**src/rtl/reg_bank_write.sv**
```systemverilog
// Write side of the r0..r15 register file: commits load and ALU write-backs,
// with a single-entry hold buffer for an ALU write that collides with a load.
`timescale 1ns/1ps
module reg_bank_write #(
  parameter int unsigned       DATA_W    = 16,
  parameter logic [DATA_W-1:0] RESET_VAL = '0
) (
  input  logic              clk,
  input  logic              reset,
  input  logic              alu_wr_valid,
  output logic              alu_wr_ready,
  input  logic [4:0]        alu_wr_sel,
  input  logic [DATA_W-1:0] alu_wr_data,
  input  logic              ld_wr_valid,
  input  logic [4:0]        ld_wr_sel,
  input  logic [DATA_W-1:0] ld_wr_data,
  output logic [DATA_W-1:0] r0,
  output logic [DATA_W-1:0] r1,
  output logic [DATA_W-1:0] r2,
  output logic [DATA_W-1:0] r3,
  output logic [DATA_W-1:0] r4,
  output logic [DATA_W-1:0] r5,
  output logic [DATA_W-1:0] r6,
  output logic [DATA_W-1:0] r7,
  output logic [DATA_W-1:0] r8,
  output logic [DATA_W-1:0] r9,
  output logic [DATA_W-1:0] r10,
  output logic [DATA_W-1:0] r11,
  output logic [DATA_W-1:0] r12,
  output logic [DATA_W-1:0] r13,
  output logic [DATA_W-1:0] r14,
  output logic [DATA_W-1:0] r15,
  output logic              hold_pending,
  output logic              sel_err
);

  typedef enum logic {
    ST_IDLE,
    ST_HELD
  } hold_state_e;

  hold_state_e       r_state;
  logic [4:0]        r_hold_sel;
  logic [DATA_W-1:0] r_hold_data;
  logic [DATA_W-1:0] r_regs [16];
  logic              r_sel_err;

  logic              w_alu_accept;
  logic              w_wr_en;
  logic [4:0]        w_wr_sel;
  logic [DATA_W-1:0] w_wr_data;
  logic              w_capture;
  logic              w_release;
  logic              w_sel_err;

  function automatic logic is_reg_sel(input logic [4:0] sel);
    return (sel >= 5'd1) && (sel <= 5'd16);
  endfunction

  function automatic logic is_bad_sel(input logic [4:0] sel);
    return sel >= 5'd17;
  endfunction

  assign w_alu_accept = alu_wr_valid && (r_state == ST_IDLE);

  // At most one commit per cycle: load first, then a held ALU write, then a direct ALU write.
  always_comb begin
    // NOTE: every signal gets a default up front so no path through the ifs infers a latch.
    w_wr_en   = 1'b0;
    w_wr_sel  = ld_wr_sel;
    w_wr_data = ld_wr_data;
    w_capture = 1'b0;
    w_release = 1'b0;
    if (ld_wr_valid) begin
      w_wr_en = 1'b1;
      if (w_alu_accept) begin
        w_capture = 1'b1;
      end else if ((r_state == ST_HELD) && (ld_wr_sel == r_hold_sel) && is_reg_sel(ld_wr_sel)) begin
        w_release = 1'b1;  // younger load overwrites the held target: drop the entry
      end
    end else if (r_state == ST_HELD) begin
      w_wr_en   = 1'b1;
      w_wr_sel  = r_hold_sel;
      w_wr_data = r_hold_data;
      w_release = 1'b1;
    end else if (w_alu_accept) begin
      w_wr_en   = 1'b1;
      w_wr_sel  = alu_wr_sel;
      w_wr_data = alu_wr_data;
    end
    w_sel_err = (ld_wr_valid && is_bad_sel(ld_wr_sel)) || (w_alu_accept && is_bad_sel(alu_wr_sel));
  end

  always_ff @(posedge clk) begin
    if (reset) begin
      r_state     <= ST_IDLE;
      r_hold_sel  <= '0;
      r_hold_data <= '0;
      r_sel_err   <= 1'b0;
      // NOTE: these are architectural flops, not a RAM, so every entry is reset explicitly.
      for (int i = 0; i < 16; i++) r_regs[i] <= RESET_VAL;
    end else begin
      // NOTE: non-blocking assignments so all state updates see the pre-edge values.
      r_sel_err <= w_sel_err;
      if (w_capture) begin
        r_state     <= ST_HELD;
        r_hold_sel  <= alu_wr_sel;
        r_hold_data <= alu_wr_data;
      end else if (w_release) begin
        r_state <= ST_IDLE;
      end
      for (int i = 0; i < 16; i++) begin
        if (w_wr_en && (w_wr_sel == 5'(i + 1))) r_regs[i] <= w_wr_data;
      end
    end
  end

  assign alu_wr_ready = (r_state == ST_IDLE);
  assign hold_pending = (r_state == ST_HELD);
  assign sel_err      = r_sel_err;

  assign r0  = r_regs[0];
  assign r1  = r_regs[1];
  assign r2  = r_regs[2];
  assign r3  = r_regs[3];
  assign r4  = r_regs[4];
  assign r5  = r_regs[5];
  assign r6  = r_regs[6];
  assign r7  = r_regs[7];
  assign r8  = r_regs[8];
  assign r9  = r_regs[9];
  assign r10 = r_regs[10];
  assign r11 = r_regs[11];
  assign r12 = r_regs[12];
  assign r13 = r_regs[13];
  assign r14 = r_regs[14];
  assign r15 = r_regs[15];

endmodule
```
**config.mk**
```make
export PLATFORM = sky130hd
export DESIGN_NAME = reg_bank_write
export DESIGN_NICKNAME = d
export VERILOG_FILES = /design/src/rtl/reg_bank_write.sv
export SDC_FILE = /design/constraint.sdc
export NUM_CORES = 1
export LEC_CHECK = 0
export CAP_MARGIN = 15
export CORE_UTILIZATION = 35
export DETAILED_ROUTE_END_ITERATION = 16
export GPL_TIMING_DRIVEN = 0
export PLACE_DENSITY = 0.61
export SETUP_SLACK_MARGIN = 0.2
export SYNTH_ARGS = -nofsm -noshare
export SYNTH_HDL_FRONTEND = slang
export SYNTH_SLANG_ARGS = --single-unit
```
**constraint.sdc**
```tcl
create_clock -name clk -period 6 [get_ports clk]
set_clock_uncertainty 0.05 [all_clocks]
set_input_delay 1.2 -clock clk [delete_from_list [all_inputs] [get_ports clk]]
set_output_delay 1.2 -clock clk [all_outputs]
set_load 0.005 [all_outputs]
```
==> impl_metrics.yaml <==
cts:
  numCtsBuffers: 27
  clk_latency_ns: 0.53
  root_buffer: "clkbuf_16"
  clk_transition_reported_paths_ns: 0.06
  cts_tree: "done"
  cts_resized: 0
  cts_hold_buf: 0
  htreeDepth: 1
  clockBufferDepth: 3
  numClockSinks: 279
  postCtsSetupBuffers: 0
yosys:
  yosysWarnings: 0
  async_reset_ff_share_pct: 0
  yosys.cell_types.count: 46
  syn_nets: 786
  synth_compound_area_share_pct: 6.157
  ys_top_cells_by_count: "edfxtp_1 (256), nor2_1 (147), a21oi_1 (54)"
  yosys.area_share.adder_pct: 0
  yosys.area.top_type: "edfxtp_1"
  synth-xor-area-share_pct: 0.3284
  post-synth-top-count-cell: "edfxtp_1"
  syn_area_um2: 10670
  ys_top_cells_by_area: "edfxtp_1 (72%), nor2_1 (5.2%), dfxtp_1 (4.3%)"
  synth_seq_cells: 279
  synth_edf_count: 256
  yosys.area_share.simple_pct: 13.47
  synth.mux.area_fraction_pct: 0
  synth_ff_type: "edfxtp_1"
  synth_top_family_by_area: "simple AND/OR/NAND/NOR gates"
  yosysSeqAreaShare_pct: 76.37
  avgSynthCellArea_um2: 14.42
  syn_inst: 740
  netlist.area_leader.share_pct: 72.05
detailed_routing:
  vias_per_cell: 4.754
  drt_wl_total_um: 31010
  first_pass_iters: 7
  wl_per_cell_um: 20.92
  antenna_left: 0
  drc: 0
  drt_iter0_drc: 734
  via_count: 7046
global_routing:
  grt_pass1_vias: 6854
  grtUsageTotal_pct: 19.63
  grt_max_degree: 17
  antenna_found_initial: 0
  gr-total-overflow: 0
  grt_pass1_wl_um: 44370
finish:
  nFillCells: 2597
  fin_util_pct: 50.59
  nNetsFinal: 1118
  syn_to_final_growth_pct: 41.28
  stdcell_area_um2: 15070
  diodes: 0
  drive_gt1_share_pct: 12.09
  regArea_um2: 8148
  fin_cells: 1482
  multi_input_area_um2: 2130
timing:
  rsz0062_at_grt: "no"
  fin_hold_ws_ns: 0.4085
  final.setup.tns_ns: 0
  max_slew_margin_pct: 20.51
  worstMarginPinSlew_ns: 1.192
  max_freq_ghz: 0.2535
  finalCritPeriodShare_pct: 65.75
  final_max_slew_viol_count: 0
  min_period_ns: 3.945
  hold_viol: 0
  setup_viol: 0
worst_setup_path:
  critPathArrivalTime_ns: 4.09
  crit_top_cell: "clkbuf_1"
  ff2ff_setup_slack_ns: 2.90
  crit_type: "in -> reg"
  startpoint_type: "input port"
  cp-end-kind: "flip-flop"
  cp_cell_sequence: "clkdlybuf4s50_1 -> buf_6 -> clkbuf_1 -> nor2_1 -> a21oi_1 -> o221ai_1 -> clkbuf_1 -> inv_1"
  crit_fanout: 10
  cp_slowest_cell: "clkbuf_1"
  cp.required_ns: 6.15
  slowest_delay_ns: 0.92
status:
  outcome: "finished, final reports clean"
hold_path:
  min_path_type: "reg -> reg"
power:
  pwr_density_cell_nw_per_um2: 302.2
  worst_ir_drop_vdd_mv: 0.1843
  p_leak_uw: 0.005394
floorplan:
  rows: 63
  die_y_um: 176.6
  io_pins: 305
  fp.dieW_um: 176.6
  initial_core_util_pct: 35.81
  dieArea_um2: 31190
  core-area_um2: 29800
flow_run:
  maxCapViolations: 0
placement:
  dpl.cell_count: 1432
  post_dp_cell_area_um2: 14180
  io_buffers: 302
  gp_congestion: 0.8419
  place_hpwl_um: 21470
## placed cells by master, fill, tap and decap left out, drive strengths merged, types with 4 or more instances in the layout
cell type,count
a21oi,55
a31o,6
and2,5
buf,20
bufinv,4
clkbuf,63
clkdlybuf4s50,302
clkinv,11
dfxtp,23
edfxtp,256
inv,35
nand2,44
nand2b,5
nand4,7
nor2,199
o221ai,16
or2b,6
## worst paths after layout
kind,from,end,depth (start not counted)
max,ld_wr_valid,r_regs[1][38]$_DFFE_PP_,8
min reg2reg,r_hold_data[8]$_SDFFE_PP0P_,r_hold_data[8]$_SDFFE_PP0P_,2
max reg2reg,hold_pending$_SDFFE_PP0P_,r_regs[1][38]$_DFFE_PP_,6
min,r_hold_data[8]$_SDFFE_PP0P_,r_hold_data[8]$_SDFFE_PP0P_,2
## stage by stage
stage	power (uW)	worst slack (ns)
floorplan	2526	2.536
global placement	2895	1.614
detailed placement	2902	1.571
CTS	4590	2.126
global route	4700	1.910
finish	4555	2.055
## sequential cells by signal, indices dropped and copies added, names as in the netlist
| signal | count |
|---|---|
| hold_pending | 1 |
| r_hold_sel | 5 |
| r_hold_data | 16 |
| r_regs | 256 |
| sel_err | 1 |
## layout make-up
cell class | instances | area share [%]
sequential | 279 | 54.05
timing repair buffer | 303 | 20.13
multi-input combinational | 376 | 14.13
clock buffer | 31 | 4.582
tap | 390 | 3.237
buffer | 51 | 1.751
clock inverter | 18 | 1.270
inverter | 34 | 0.8467
## report_power, final
| part | internal, uW | switching [uW] | total (uW) |
|---|---|---|---|
| Combinational | 261 | 294 | 555 |
| Sequential | 2260 | 40.2 | 2300 |
| Clock | 994 | 705 | 1700 |
| Total | 3520 | 1040 | 4550 |
## critical path, delay by kind of cell
family	cells	cell delay, ns
buffers and inverters	5	2.28
AND/OR/NAND/NOR	1	0.15
AO/OA/AOI/OAI	2	0.44
## logic make-up after synthesis
logic type / Yosys count
buf+inv: 85
flops: 279
compound gates: 92
simple gates: 280
xor+xnor: 4
## metal layers
layer	routed length (um)	vias to the layer above	share of wire [%]	track usage [%]
li1	-	3282	-	-
met1	12630	3428	41	25.19
met2	15440	301	50	33.68
met3	2081	35	6.7	3.531
met4	851	0	2.7	5.963
met5	0	-	0	0
Note: power is estimated with default switching activity, not from simulation.
